[config.mk]
export PLATFORM = sky130hd
export DESIGN_NAME = glyph_shifter
export DESIGN_NICKNAME = d
export VERILOG_FILES = /design/src/rtl/glyph_pkg.sv /design/src/rtl/glyph_shifter_clk_divider_tick.sv /design/src/rtl/glyph_shifter.sv
export SDC_FILE = /design/constraint.sdc
export NUM_CORES = 1
export LEC_CHECK = 0
export CAP_MARGIN = 20
export CORE_ASPECT_RATIO = 1.5
export CORE_UTILIZATION = 50
export DETAILED_ROUTE_END_ITERATION = 16
export GPL_ROUTABILITY_DRIVEN = 1
export GPL_TIMING_DRIVEN = 0
export PLACE_DENSITY = 0.78
export SKIP_LAST_GASP = 1
export SLEW_MARGIN = 20
export SYNTH_ARGS = -nofsm -noshare
export SYNTH_HDL_FRONTEND = slang
export SYNTH_SLANG_ARGS = --single-unit
[constraint.sdc]
create_clock -name clk -period 3.1 [get_ports clk]
set_input_delay 0.775 -clock clk [delete_from_list [all_inputs] [get_ports clk]]
set_output_delay 0.775 -clock clk [all_outputs]
set_load 0.005 [all_outputs]
[src/rtl/glyph_pkg.sv]
// glyph_pkg: shared types and constants for the glyph shifter.
//
// Contents:
//   state_e     - shifter FSM states (IDLE, FETCH, SHIFT, LATCH)
//   GLYPH_W     - bits per 5x7 glyph (rows * cols)
//   CODE_W      - character code / ROM address width
//   GLYPH_ROWS  - glyph height in pixels
//   GLYPH_COLS  - glyph width in pixels
package glyph_pkg;

  localparam int unsigned GLYPH_ROWS = 7;
  localparam int unsigned GLYPH_COLS = 5;
  localparam int unsigned GLYPH_W    = GLYPH_ROWS * GLYPH_COLS;
  localparam int unsigned CODE_W     = 8;

  typedef enum logic [1:0] {
    IDLE  = 2'd0,
    FETCH = 2'd1,
    SHIFT = 2'd2,
    LATCH = 2'd3
  } state_e;

endpackage

[src/rtl/glyph_shifter_clk_divider_tick.sv]
// clk_divider_tick: free-running modulo-CLK_DIV counter that raises tick for one cycle
// every CLK_DIV enabled cycles. clear restarts the count so the first tick after clear
// falls exactly CLK_DIV enabled cycles later.
//
// Ports:
//   clk    - system clock
//   rst    - synchronous active-high reset
//   clear  - restart the count (takes priority over enable)
//   enable - count this cycle
//   tick   - one-cycle pulse on the last cycle of each CLK_DIV window
module clk_divider_tick #(
  parameter int unsigned CLK_DIV = 4
) (
  input  logic clk,
  input  logic rst,
  input  logic clear,
  input  logic enable,
  output logic tick
);

  localparam int unsigned CNT_W = $clog2(CLK_DIV + 1);
  localparam logic [CNT_W-1:0] CNT_LAST = CNT_W'(CLK_DIV - 1);

  logic [CNT_W-1:0] cnt;

  assign tick = enable && !clear && (cnt == CNT_LAST);

  always_ff @(posedge clk) begin
    if (rst || clear) begin
      cnt <= '0;
    end else if (enable) begin
      if (tick) begin
        cnt <= '0;
      end else begin
        cnt <= cnt + CNT_W'(1);
      end
    end
  end

endmodule

[src/rtl/glyph_shifter.sv]
// glyph_shifter: accepts a character code, addresses the external glyph ROM, captures
// the glyph and shifts it MSB first into an LED-matrix shift-register chain, then
// pulses the chain latch.
//
// Ports:
//   clk        - system clock
//   rst        - synchronous active-high reset
//   char_code  - character to display
//   char_valid - char_code valid
//   invert     - reverse video for this character (only with GLYPH_INVERT_EN defined)
//   char_ready - block can accept a character (IDLE and not in reset)
//   rom_addr   - registered ROM address, holds until the next accept
//   rom_data   - glyph from ROM, combinational from rom_addr
//   sclk       - matrix shift clock, CLK_DIV cycles low then CLK_DIV cycles high per bit
//   sdo        - matrix serial data, stable over each bit's low+high window
//   latch      - matrix latch strobe, CLK_DIV cycles after the last bit
//   busy       - high in any state except IDLE
//   done       - one-cycle pulse on the first IDLE cycle after the latch
//
// Optional feature macro: GLYPH_INVERT_EN adds the invert input; when the flag captured
// at accept is set, the glyph is loaded inverted.
module glyph_shifter
  import glyph_pkg::*;
#(
  parameter int unsigned DATA_WIDTH = GLYPH_W,
  parameter int unsigned ADDR_WIDTH = CODE_W,
  parameter int unsigned CLK_DIV    = 4
) (
  input  logic                  clk,
  input  logic                  rst,
  input  logic [ADDR_WIDTH-1:0] char_code,
  input  logic                  char_valid,
`ifdef GLYPH_INVERT_EN
  input  logic                  invert,
`endif
  output logic                  char_ready,
  output logic [ADDR_WIDTH-1:0] rom_addr,
  input  logic [DATA_WIDTH-1:0] rom_data,
  output logic                  sclk,
  output logic                  sdo,
  output logic                  latch,
  output logic                  busy,
  output logic                  done
);

  localparam int unsigned IDX_W = (DATA_WIDTH > 1) ? $clog2(DATA_WIDTH) : 1;
  localparam logic [IDX_W-1:0] LAST_IDX = IDX_W'(DATA_WIDTH - 1);

  state_e                state;
  logic [DATA_WIDTH-1:0] shreg;     // bits not yet on sdo, left-aligned
  logic [IDX_W-1:0]      bit_idx;   // number of bits already completed
  logic                  phase;     // 0: sclk low half, 1: sclk high half
  logic [DATA_WIDTH-1:0] glyph_in;

  logic div_clear;
  logic div_enable;
  logic div_tick;

`ifdef GLYPH_INVERT_EN
  logic invert_flag;
  assign glyph_in = rom_data ^ {DATA_WIDTH{invert_flag}};
`else
  assign glyph_in = rom_data;
`endif

  assign char_ready = (state == IDLE) && !rst;
  assign busy       = (state != IDLE);

  // The divider runs continuously across SHIFT and into LATCH, so the latch window
  // starts on the cycle right after the final high phase.
  assign div_enable = (state == SHIFT) || (state == LATCH);
  assign div_clear  = (state == IDLE) || (state == FETCH);

  clk_divider_tick #(
    .CLK_DIV(CLK_DIV)
  ) u_div (
    .clk   (clk),
    .rst   (rst),
    .clear (div_clear),
    .enable(div_enable),
    .tick  (div_tick)
  );

  always_ff @(posedge clk) begin
    if (rst) begin
      state    <= IDLE;
      rom_addr <= '0;
      shreg    <= '0;
      bit_idx  <= '0;
      phase    <= 1'b0;
      sclk     <= 1'b0;
      sdo      <= 1'b0;
      latch    <= 1'b0;
      done     <= 1'b0;
`ifdef GLYPH_INVERT_EN
      invert_flag <= 1'b0;
`endif
    end else begin
      done <= 1'b0;
      case (state)
        IDLE: begin
          if (char_valid && char_ready) begin
            rom_addr <= char_code;
`ifdef GLYPH_INVERT_EN
            invert_flag <= invert;
`endif
            state    <= FETCH;
          end
        end

        FETCH: begin
          // MSB goes straight to sdo; the rest waits in shreg with a zero fill so
          // nothing from this glyph survives into the next one.
          {sdo, shreg} <= {glyph_in, 1'b0};
          bit_idx      <= '0;
          phase        <= 1'b0;
          sclk         <= 1'b0;
          state        <= SHIFT;
        end

        SHIFT: begin
          if (div_tick) begin
            if (!phase) begin
              sclk  <= 1'b1;
              phase <= 1'b1;
            end else if (bit_idx == LAST_IDX) begin
              sclk  <= 1'b0;
              sdo   <= 1'b0;
              phase <= 1'b0;
              latch <= 1'b1;
              state <= LATCH;
            end else begin
              sclk         <= 1'b0;
              phase        <= 1'b0;
              bit_idx      <= bit_idx + IDX_W'(1);
              {sdo, shreg} <= {shreg, 1'b0};
            end
          end
        end

        LATCH: begin
          if (div_tick) begin
            latch <= 1'b0;
            done  <= 1'b1;
            state <= IDLE;
          end
        end

        default: state <= IDLE;
      endcase
    end
  end

endmodule

==> flow_results.xml, run 1 <==
<?xml version="1.0" encoding="UTF-8"?>
<metrics>
  <group name="status">
    <metric name="outcome" unit="">completed</metric>
  </group>
  <group name="timing">
    <metric name="max_freq" unit="GHz">0.351</metric>
    <metric name="rsz0062_at_grt" unit="">false</metric>
    <metric name="report.final.hold_viol_count" unit="">0</metric>
    <metric name="fin_crit_sh" unit="%">92.0</metric>
    <metric name="finalWorstPathRequiredPeriod" unit="ps">2850</metric>
    <metric name="tightest_slew" unit="ps">728</metric>
    <metric name="setup_viol" unit="">0</metric>
    <metric name="slew_headroom" unit="%">51.4</metric>
    <metric name="skew" unit="ps">8.01</metric>
    <metric name="timing.final.max_slew_violations" unit="">0</metric>
    <metric name="timing.setup.tns" unit="ps">0</metric>
  </group>
  <group name="grt">
    <metric name="antenna_found_initial" unit="">0</metric>
    <metric name="grt_pass1_wl" unit="mm">10.8</metric>
    <metric name="maximum_number_of_pins_on_one_net_before_global_route_repair" unit="">20</metric>
    <metric name="grt_usage" unit="%">23.1</metric>
    <metric name="grt.overflow.total" unit="">0</metric>
    <metric name="number_of_global_route_vias_before_repair" unit="">2416</metric>
  </group>
  <group name="cts">
    <metric name="cts_made_buffers" unit="">9</metric>
    <metric name="number_of_sinks_driven_by_the_clock_tree" unit="">57</metric>
    <metric name="clock_latency_on_the_worst_skew_pair" unit="ps">340</metric>
    <metric name="cts_tree" unit="">yes</metric>
    <metric name="cts_buffer_depth" unit="">2</metric>
    <metric name="cts.htree.levels" unit="">3</metric>
    <metric name="clockRootBuffer" unit="">sky130_fd_sc_hd__clkbuf_8</metric>
    <metric name="clkTransAtPathRegs" unit="ps">60</metric>
  </group>
  <group name="yosys">
    <metric name="synth.lib_cells_used.distinct" unit="">38</metric>
    <metric name="yosys_register_bits" unit="">57</metric>
    <metric name="synth_enable_flop_cells" unit="">0</metric>
    <metric name="yosys_warnings" unit="">0</metric>
    <metric name="avgSynthCellArea" unit="µm²">9.79</metric>
    <metric name="async_flop_share" unit="%">0</metric>
    <metric name="syn_area" unit="µm²">2890</metric>
    <metric name="ys.flop_type" unit="">sky130_fd_sc_hd__dfxtp_1</metric>
    <metric name="syn_inst" unit="">295</metric>
    <metric name="yosysSeqAreaShare" unit="%">39.5</metric>
    <metric name="syn-num-nets" unit="">350</metric>
  </group>
  <group name="detailed_routing">
    <metric name="totalWireLength" unit="mm">6.35</metric>
    <metric name="drt-wirelength-per-cell" unit="µm">14.6</metric>
    <metric name="drt.antenna.violating_nets" unit="">0</metric>
    <metric name="num_vias" unit="">2459</metric>
    <metric name="route.detailed.vias_per_inst" unit="">5.64</metric>
    <metric name="detailedRoute.firstPassIterationCount" unit="">4</metric>
    <metric name="drc" unit="">0</metric>
    <metric name="drt_first_iter_violations" unit="">85</metric>
  </group>
  <group name="pwr">
    <metric name="power-per-cell-area" unit="nW/µm²">715</metric>
    <metric name="leakage" unit="nW">1.29</metric>
    <metric name="fin_total_pwr" unit="W">0.00266</metric>
    <metric name="worst_ir_drop_vdd" unit="V">0.000416</metric>
  </group>
  <group name="floorplan">
    <metric name="fp.dieH" unit="µm">95.1</metric>
    <metric name="ioPinCount" unit="">60</metric>
    <metric name="fp.dieW" unit="µm">64.1</metric>
    <metric name="coreArea" unit="µm²">5530</metric>
    <metric name="dieArea" unit="µm²">6090</metric>
    <metric name="initial_core_util" unit="%">52.2</metric>
    <metric name="num_rows" unit="">33</metric>
  </group>
  <group name="placed_design">
    <metric name="detailedPlacementHpwl" unit="mm">4.56</metric>
    <metric name="port_buffers" unit="">57</metric>
    <metric name="placement.cell_area" unit="µm²">3550</metric>
    <metric name="gp_routability_congestion" unit="">0.826</metric>
  </group>
  <group name="finish">
    <metric name="antenna-diode-count" unit="">0</metric>
    <metric name="layout-drive-gt1-share" unit="%">17.5</metric>
    <metric name="area_growth_synth_to_finish" unit="%">28.9</metric>
    <metric name="final_net_count" unit="">417</metric>
    <metric name="postLayoutCellArea" unit="µm²">3720</metric>
    <metric name="postLayoutCoreUtil" unit="%">67.3</metric>
  </group>
  <group name="setup_path">
    <metric name="cp_cell_sequence" unit="">clkbuf_1 &gt; clkbuf_2 &gt; nor2_1 &gt; clkdlybuf4s50_1</metric>
    <metric name="critPathMaxStageDelay" unit="ps">450</metric>
    <metric name="cp_data_arrival_time" unit="ps">2080</metric>
    <metric name="crit_path_end_kind" unit="">output pin</metric>
    <metric name="critPathSlowestCell" unit="">sky130_fd_sc_hd__clkbuf_2</metric>
    <metric name="worst_ep_required_time" unit="ps">2320</metric>
    <metric name="timing.critical_path.from_type" unit="">input port</metric>
    <metric name="critical_path_peak_fanout" unit="">19</metric>
    <metric name="worst_setup_path_type" unit="">in2out</metric>
  </group>
  <group name="run">
    <metric name="max_cap_viol_count" unit="">0</metric>
  </group>
  <group name="min_path">
    <metric name="timing.hold.worst.class" unit="">reg2reg</metric>
  </group>
</metrics>
-- per-stage QoR --
stage	hold slack (ps)	setup slack, ps	instances
CTS	455	215	436
global placement	443	-104	422
global route	464	158	436
floorplan	442	701	295
detailed placement	446	-192	422
finish	451	247	436
-- power by group --
group          total [W]  switching, W  internal [W]
combinational   0.000974      0.000510      0.000465
sequential       0.00106      0.000113      0.000946
clock           0.000631      0.000285      0.000346
-- critical path: cells and delay by family --
family | cells | cell delay (ps)
buf+inv | 3 | 1230
simple gates | 1 | 70
-- sequential cells by signal, summed over array words and instances (netlist names) --
| name | cells |
|---|---|
| state | 2 |
| sdo | 1 |
| rom_addr | 8 |
| done | 1 |
| u_div.cnt | 3 |
| phase | 1 |
| bit_idx | 6 |
| latch | 1 |
| shreg | 34 |
-- final timing paths --
path	slack (ps)	from	cells past startpoint	to
worst max-delay path	250	rst	4	char_ready
worst min-delay path	450	rom_addr[2]	2	rom_addr[2]
worst max register to register	1000	state[1]	7	bit_idx[1]
worst min register to register	450	rom_addr[2]	2	rom_addr[2]
-- metal layers --
layer,track usage [%],vias up,part of all wire (%)
met3,4.19,12,3.4
li1,-,1219,-
met2,43.9,64,53
met1,23.9,1164,41
met5,0,-,0
met4,11.2,0,2.3
-- cells in the final DEF (no fill, tap or decap), types with 4 or more instances in the layout --
cell                              netlist  final
sky130_fd_sc_hd__a211oi_1               5      5
sky130_fd_sc_hd__a211oi_2              28     28
sky130_fd_sc_hd__a21oi_1               46     46
sky130_fd_sc_hd__buf_2                 11     11
sky130_fd_sc_hd__buf_6                  4      4
sky130_fd_sc_hd__clkbuf_1               8      7
sky130_fd_sc_hd__clkbuf_8               0     12
sky130_fd_sc_hd__clkdlybuf4s50_1        0     57
sky130_fd_sc_hd__dfxtp_1               57     57
sky130_fd_sc_hd__ha_1                   9      9
sky130_fd_sc_hd__inv_1                  8      8
sky130_fd_sc_hd__mux2i_1               35     35
sky130_fd_sc_hd__nand2_1               17     17
sky130_fd_sc_hd__nand2b_1               7      7
sky130_fd_sc_hd__nand3_1               13     13
sky130_fd_sc_hd__nor2_1                 6      6
sky130_fd_sc_hd__nor3_1                 4      4
-- cells in the mapped netlist (6+ instances only) --
| cell type | count | area [µm²] |
|---|---|---|
| sky130_fd_sc_hd__a211oi_2 | 28 | 350 |
| sky130_fd_sc_hd__mux2i_1 | 35 | 350 |
| sky130_fd_sc_hd__clkbuf_1 | 8 | 30.0 |
| sky130_fd_sc_hd__ha_1 | 9 | 113 |
| sky130_fd_sc_hd__buf_2 | 11 | 55.1 |
| sky130_fd_sc_hd__inv_1 | 8 | 30.0 |
| sky130_fd_sc_hd__nand3_1 | 13 | 65.1 |
| sky130_fd_sc_hd__dfxtp_1 | 57 | 1140 |
| sky130_fd_sc_hd__nand2_1 | 17 | 63.8 |
| sky130_fd_sc_hd__nand2b_1 | 7 | 43.8 |
| sky130_fd_sc_hd__a21oi_1 | 46 | 230 |
| sky130_fd_sc_hd__nor2_1 | 6 | 22.5 |
-- final cells by class --
class,count,area (µm²)
inverters,8,30.0
clock inverters,3,15.0
clock buffers,12,165
repair buffers,57,571
fillers,467,1810
multi-input cells,204,1580
plain buffers,25,139
flip-flops and latches,57,1140
well taps,70,87.6
-- cell families (layout without fill, tap and decap cells) --
group                      Yosys count  after routing  synth area share [%]
buffers and inverters               34            105                  5.94
and+or+nand+nor                     61             61                  12.0
DFF                                 57             57                  39.5
adders and majority gates            9              9                  3.90
muxes                               35             35                  12.1
AOI/OAI and AO/OA                   99             99                  26.5
-- repair_timing --
item	CTS	global route
setup endpoints to repair	1	0
gates resized for setup	1	0
buffers inserted	0	0
hold buffers	0	0
No activity file was read; power rests on OpenSTA's default activity.
==> run 2, diff against run 1 <==
==> constraint.sdc (replaced) <==
create_clock -name clk -period 3.1 [get_ports clk]
set_input_delay 0.31 -clock clk [delete_from_list [all_inputs] [get_ports clk]]
set_output_delay 0.31 -clock clk [all_outputs]
set_load 0.005 [all_outputs]
==> flow_results.xml, run 2 (synthesis gave the netlist of run 1 again) <==
<?xml version="1.0" encoding="UTF-8"?>
<metrics>
  <group name="setup_path">
    <metric name="timing.critical_path.from_type" unit="">input port</metric>
    <metric name="critPathCapture" unit="">char_ready</metric>
    <metric name="worstSetupStartpoint" unit="">rst</metric>
    <metric name="reg2reg_start" unit="">state[0]</metric>
    <metric name="worst_setup_path_type" unit="">in2out</metric>
    <metric name="timing.reg2reg.worst_path_depth" unit="">7</metric>
    <metric name="cp_data_arrival_time" unit="ps">2000</metric>
    <metric name="setup_slack_reg_to_reg" unit="ps">1010</metric>
    <metric name="rr_endpoint" unit="">bit_idx[1]</metric>
    <metric name="crit_path_end_kind" unit="">output pin</metric>
    <metric name="critical_path_peak_fanout" unit="">10</metric>
    <metric name="worst_ep_required_time" unit="ps">2790</metric>
  </group>
  <group name="cts">
    <metric name="cts_tree" unit="">yes</metric>
    <metric name="cts.htree.levels" unit="">3</metric>
    <metric name="cts_buffer_depth" unit="">2</metric>
    <metric name="post_cts_hold_buffer_count" unit="">0</metric>
    <metric name="cts_made_buffers" unit="">9</metric>
    <metric name="clock_latency_on_the_worst_skew_pair" unit="ps">340</metric>
    <metric name="cts.repair_timing.setup_buffer_count" unit="">0</metric>
    <metric name="clockRootBuffer" unit="">sky130_fd_sc_hd__clkbuf_8</metric>
    <metric name="ctsResizeCount" unit="">0</metric>
    <metric name="number_of_sinks_driven_by_the_clock_tree" unit="">57</metric>
    <metric name="clkTransAtPathRegs" unit="ps">60</metric>
  </group>
  <group name="placed_design">
    <metric name="placement.cell_area" unit="µm²">3550</metric>
    <metric name="gp_routability_congestion" unit="">0.826</metric>
    <metric name="detailedPlacementHpwl" unit="mm">4.56</metric>
    <metric name="port_buffers" unit="">57</metric>
  </group>
  <group name="timing">
    <metric name="slew_headroom" unit="%">51.5</metric>
    <metric name="setup_viol" unit="">0</metric>
    <metric name="skew" unit="ps">7.87</metric>
    <metric name="report.final.hold_viol_count" unit="">0</metric>
    <metric name="timing.final.max_slew_violations" unit="">0</metric>
    <metric name="fin_crit_sh" unit="%">74.4</metric>
    <metric name="rsz0062_at_grt" unit="">false</metric>
    <metric name="tightest_slew" unit="ps">728</metric>
    <metric name="max_freq" unit="GHz">0.433</metric>
    <metric name="timing.setup.tns" unit="ps">0</metric>
    <metric name="finalWorstPathRequiredPeriod" unit="ps">2310</metric>
  </group>
  <group name="grt">
    <metric name="grt_usage" unit="%">23.0</metric>
    <metric name="maximum_number_of_pins_on_one_net_before_global_route_repair" unit="">11</metric>
    <metric name="number_of_global_route_vias_before_repair" unit="">2424</metric>
    <metric name="antenna_found_initial" unit="">0</metric>
    <metric name="grt.overflow.total" unit="">0</metric>
    <metric name="grt_pass1_wl" unit="mm">10.8</metric>
  </group>
  <group name="finish">
    <metric name="layout.cells.most_common_list" unit="">sky130_fd_sc_hd__dfxtp_1, sky130_fd_sc_hd__clkdlybuf4s50_1, sky130_fd_sc_hd__a21oi_1</metric>
    <metric name="layout-drive-gt1-share" unit="%">17.2</metric>
    <metric name="postLayoutCellArea" unit="µm²">3730</metric>
    <metric name="regMostFlops" unit="">shreg</metric>
    <metric name="area_growth_synth_to_finish" unit="%">29.0</metric>
    <metric name="antenna-diode-count" unit="">0</metric>
    <metric name="postLayoutCoreUtil" unit="%">67.3</metric>
    <metric name="largest_register_ff_count" unit="">34</metric>
    <metric name="final_net_count" unit="">418</metric>
    <metric name="fillers" unit="">465</metric>
    <metric name="top_regs" unit="">shreg: 34 flops, rom_addr: 8 flops, bit_idx: 6 flops</metric>
  </group>
  <group name="floorplan">
    <metric name="num_rows" unit="">33</metric>
    <metric name="fp.dieH" unit="µm">95.1</metric>
    <metric name="initial_core_util" unit="%">52.2</metric>
    <metric name="fp.dieW" unit="µm">64.1</metric>
    <metric name="ioPinCount" unit="">60</metric>
    <metric name="coreArea" unit="µm²">5530</metric>
    <metric name="dieArea" unit="µm²">6090</metric>
  </group>
  <group name="detailed_routing">
    <metric name="drt.antenna.violating_nets" unit="">0</metric>
    <metric name="drc" unit="">0</metric>
    <metric name="met3_length" unit="µm">182</metric>
    <metric name="routed-wl-met2" unit="mm">3.36</metric>
    <metric name="num_vias" unit="">2438</metric>
    <metric name="drt-wirelength-per-cell" unit="µm">14.5</metric>
    <metric name="highest_layer_used_for_signal_routing" unit="">met4</metric>
    <metric name="detailedRoute.firstPassIterationCount" unit="">4</metric>
    <metric name="routedLengthMet1" unit="mm">2.64</metric>
    <metric name="totalWireLength" unit="mm">6.32</metric>
    <metric name="drt_first_iter_violations" unit="">59</metric>
    <metric name="route.detailed.vias_per_inst" unit="">5.58</metric>
  </group>
  <group name="pwr">
    <metric name="worst_ir_drop_vdd" unit="V">0.000416</metric>
    <metric name="fin_total_pwr" unit="W">0.00266</metric>
    <metric name="power-per-cell-area" unit="nW/µm²">715</metric>
    <metric name="leakage" unit="nW">1.29</metric>
  </group>
  <group name="run">
    <metric name="max_cap_viol_count" unit="">0</metric>
  </group>
  <group name="status">
    <metric name="outcome" unit="">completed</metric>
  </group>
  <group name="min_path">
    <metric name="timing.hold.worst.class" unit="">in2reg</metric>
    <metric name="hold_depth" unit="">3</metric>
  </group>
</metrics>
==> run 2: area by class of cell <==
cell class / count / area, µm² / share of cell area, %
multi-input combinational: 204 / 1580 / 42.3
buffer: 26 / 141 / 3.79
tap: 70 / 87.6 / 2.35
timing repair buffer: 57 / 571 / 15.3
inverter: 8 / 30.0 / 0.806
sequential: 57 / 1140 / 30.6
clock buffer: 12 / 165 / 4.43
clock inverter: 3 / 15.0 / 0.403
==> run 2: critical path, stage by stage <==
cell and delay (ps):
sky130_fd_sc_hd__clkbuf_1 330, sky130_fd_sc_hd__clkbuf_1 440, sky130_fd_sc_hd__buf_1 390, sky130_fd_sc_hd__nor2_1 70, sky130_fd_sc_hd__clkdlybuf4s50_1 450
==> run 2: worst min path at each step <==
| stage | end | from |
|---|---|---|
| CTS | rom_addr[3] | char_valid |
| detailed placement | rom_addr[2] | rom_addr[2] |
| global placement | rom_addr[2] | rom_addr[2] |
| global route | rom_addr[5] | char_valid |
| finish | rom_addr[5] | char_valid |
| floorplan | shreg[1] | shreg[1] |
==> run 2: where the power goes <==
part | switching, W | internal [W] | total, W
combinational | 0.000509 | 0.000465 | 0.000974
clock | 0.000284 | 0.000346 | 0.000631
sequential | 0.000113 | 0.000946 | 0.00106
total | 0.000907 | 0.00176 | 0.00266
==> run 2: per-layer routing <==
layer | vias up | track usage, %
li1 | 1219 | -
met1 | 1157 | 23.8
met2 | 51 | 44.0
met3 | 11 | 4.19
met4 | 0 | 11.2
met5 | - | 0
==> run 2: through the flow <==
stage	setup slack, ps	hold slack, ps	std cells
finish	793	386	437
global route	650	420	437
CTS	764	372	437
detailed placement	738	446	422
global placement	826	443	422
floorplan	1280	442	295
==> run 3, diff against run 2 <==
CORE_UTILIZATION = 46   (was 50)
PLACE_DENSITY = 0.76   (was 0.78)
clock period = 1.9 ns   (was 3.1 ns; I/O delays follow)
==> flow_results.xml, run 3 (synthesis gave the netlist of run 1 again) <==
<?xml version="1.0" encoding="UTF-8"?>
<metrics>
  <group name="status">
    <metric name="outcome" unit="">completed</metric>
  </group>
  <group name="floorplan">
    <metric name="coreArea" unit="µm²">6090</metric>
    <metric name="dieArea" unit="µm²">6600</metric>
    <metric name="fp.dieH" unit="µm">99.0</metric>
    <metric name="initial_core_util" unit="%">47.4</metric>
    <metric name="num_rows" unit="">35</metric>
    <metric name="fp.dieW" unit="µm">66.7</metric>
    <metric name="ioPinCount" unit="">60</metric>
  </group>
  <group name="grt">
    <metric name="number_of_global_route_vias_before_repair" unit="">2459</metric>
    <metric name="grt_pass1_wl" unit="mm">10.7</metric>
    <metric name="antenna_found_initial" unit="">0</metric>
    <metric name="grt_usage" unit="%">21.4</metric>
    <metric name="maximum_number_of_pins_on_one_net_before_global_route_repair" unit="">11</metric>
    <metric name="grt.overflow.total" unit="">0</metric>
  </group>
  <group name="cts">
    <metric name="post_cts_hold_buffer_count" unit="">0</metric>
    <metric name="cts.htree.levels" unit="">3</metric>
    <metric name="cts_buffer_depth" unit="">2</metric>
    <metric name="number_of_sinks_driven_by_the_clock_tree" unit="">57</metric>
    <metric name="clkTransAtPathRegs" unit="ps">60</metric>
    <metric name="cts_tree" unit="">yes</metric>
    <metric name="clockRootBuffer" unit="">sky130_fd_sc_hd__clkbuf_8</metric>
    <metric name="clock_latency_on_the_worst_skew_pair" unit="ps">350</metric>
    <metric name="cts_made_buffers" unit="">9</metric>
  </group>
  <group name="timing">
    <metric name="tightest_slew" unit="ps">708</metric>
    <metric name="skew" unit="ps">5.90</metric>
    <metric name="rsz0062_at_grt" unit="">true</metric>
    <metric name="timing.final.ws_setup" unit="ps">53.1</metric>
    <metric name="fin_crit_sh" unit="%">97.2</metric>
    <metric name="hold_slack" unit="ps">259</metric>
    <metric name="timing.final.max_slew_violations" unit="">0</metric>
    <metric name="finalWorstPathRequiredPeriod" unit="ps">1850</metric>
    <metric name="slew_headroom" unit="%">52.8</metric>
    <metric name="timing.setup.tns" unit="ps">0</metric>
    <metric name="max_freq" unit="GHz">0.541</metric>
    <metric name="setup_viol" unit="">0</metric>
    <metric name="report.final.hold_viol_count" unit="">0</metric>
  </group>
  <group name="detailed_routing">
    <metric name="drc" unit="">0</metric>
    <metric name="drt.antenna.violating_nets" unit="">0</metric>
    <metric name="route.detailed.vias_per_inst" unit="">5.54</metric>
    <metric name="totalWireLength" unit="mm">6.38</metric>
    <metric name="drt-wirelength-per-cell" unit="µm">14.3</metric>
    <metric name="drt_first_iter_violations" unit="">95</metric>
    <metric name="num_vias" unit="">2466</metric>
    <metric name="detailedRoute.firstPassIterationCount" unit="">4</metric>
  </group>
  <group name="run">
    <metric name="max_cap_viol_count" unit="">0</metric>
  </group>
  <group name="min_path">
    <metric name="timing.hold.worst.class" unit="">in2reg</metric>
    <metric name="hold_depth" unit="">3</metric>
  </group>
  <group name="finish">
    <metric name="layout_commonest_cell" unit="">sky130_fd_sc_hd__clkdlybuf4s50_1</metric>
    <metric name="layout-drive-gt1-share" unit="%">24.0</metric>
    <metric name="regMostFlops" unit="">shreg</metric>
    <metric name="final-instance-count-excl-fill" unit="">445</metric>
    <metric name="top_regs" unit="">shreg: 34 flops, rom_addr: 8 flops, bit_idx: 6 flops</metric>
    <metric name="antenna-diode-count" unit="">0</metric>
    <metric name="layout.cells.most_common_list" unit="">sky130_fd_sc_hd__clkdlybuf4s50_1, sky130_fd_sc_hd__dfxtp_1, sky130_fd_sc_hd__a21oi_1</metric>
    <metric name="area_growth_synth_to_finish" unit="%">33.9</metric>
    <metric name="largest_register_ff_count" unit="">34</metric>
    <metric name="final_net_count" unit="">421</metric>
    <metric name="postLayoutCellArea" unit="µm²">3870</metric>
  </group>
  <group name="placed_design">
    <metric name="gp_routability_congestion" unit="">0.840</metric>
    <metric name="detailedPlacementHpwl" unit="mm">4.40</metric>
    <metric name="place_inst" unit="">426</metric>
    <metric name="dpl_worst_slack" unit="ps">-261</metric>
    <metric name="port_buffers" unit="">57</metric>
    <metric name="placement.cell_area" unit="µm²">3550</metric>
  </group>
  <group name="setup_path">
    <metric name="critical_path_peak_fanout" unit="">10</metric>
    <metric name="crit_path_end_kind" unit="">flop</metric>
    <metric name="worst_ep_required_time" unit="ps">2160</metric>
    <metric name="worst_setup_path_type" unit="">reg2reg</metric>
    <metric name="cp_data_arrival_time" unit="ps">2110</metric>
    <metric name="timing.critical_path.from_type" unit="">flop</metric>
    <metric name="timing.reg2reg.worst_path_depth" unit="">8</metric>
    <metric name="setup_slack_reg_to_reg" unit="ps">50</metric>
  </group>
  <group name="pwr">
    <metric name="power-per-cell-area" unit="nW/µm²">1180</metric>
    <metric name="leakage" unit="nW">1.34</metric>
    <metric name="worst_ir_drop_vdd" unit="V">0.000804</metric>
  </group>
</metrics>
run 3: changes by cell type in the layout (fill, tap and decap cells not counted), moves of 4 or more:
cell,change
sky130_fd_sc_hd__dfxtp_2,+4
sky130_fd_sc_hd__buf_2,-6
sky130_fd_sc_hd__clkbuf_4,+5
sky130_fd_sc_hd__ha_1,-5
sky130_fd_sc_hd__a21oi_1,-7
sky130_fd_sc_hd__dfxtp_1,-4
sky130_fd_sc_hd__buf_4,+7
sky130_fd_sc_hd__ha_2,+4
sky130_fd_sc_hd__a21oi_2,+7
run 3: metrics by stage:
step / total power (W) / utilization, %
after floorplan: 0.00290 / -
after global placement: 0.00329 / 58.3
after detailed placement: 0.00334 / 58.3
after CTS: 0.00449 / 62.2
after global routing: 0.00483 / 63.5
final: 0.00455 / 63.5
run 3: critical path: stages (launching register included):
cell and delay (ps):
sky130_fd_sc_hd__dfxtp_2 330, sky130_fd_sc_hd__ha_1 200, sky130_fd_sc_hd__ha_2 170, sky130_fd_sc_hd__nor3b_4 150, sky130_fd_sc_hd__a31o_4 260, sky130_fd_sc_hd__and2_1 150
sky130_fd_sc_hd__buf_6 140, sky130_fd_sc_hd__buf_12 140, sky130_fd_sc_hd__a211oi_2 220
run 3: layout make-up:
cell class                 count  area (µm²)
fill                         513        2220
inverter                       8        30.0
buffer                        25         170
clock buffer                  14         183
multi-input combinational    204        1640
timing repair buffer          61         601
clock inverter                 2        10.0
tap                           74        92.6
sequential                    57        1150
run 3: path summary, 6_finish.rpt:
check,endpoint,start
worst max-delay path,shreg[34],u_div.cnt[0]
worst min-delay path,rom_addr[5],char_valid
worst max register to register,shreg[34],u_div.cnt[0]
worst min register to register,rom_addr[1],rom_addr[1]
run 3: what timing repair did:
| item | in CTS | in global routing |
|---|---|---|
| pin swaps | 1 | 3 |
| resized for setup | 13 | 23 |
| endpoints found under the setup margin | 44 | 40 |
| setup buffers | 1 | 3 |
run 3: where the power goes:
group / switching, W / leakage (nW) / internal [W]
registers: 0.000197 / 0.468 / 0.00155
clock network: 0.000480 / 0.102 / 0.000612
logic: 0.000861 / 0.765 / 0.000856
run 3: per-layer routing:
metal,GRT usage (%),up-vias,routed length [µm]
met5,0,-,0
met4,9.33,0,155
met3,6.94,13,289
met2,37.7,59,3250
met1,22.5,1166,2690
li1,-,1228,-
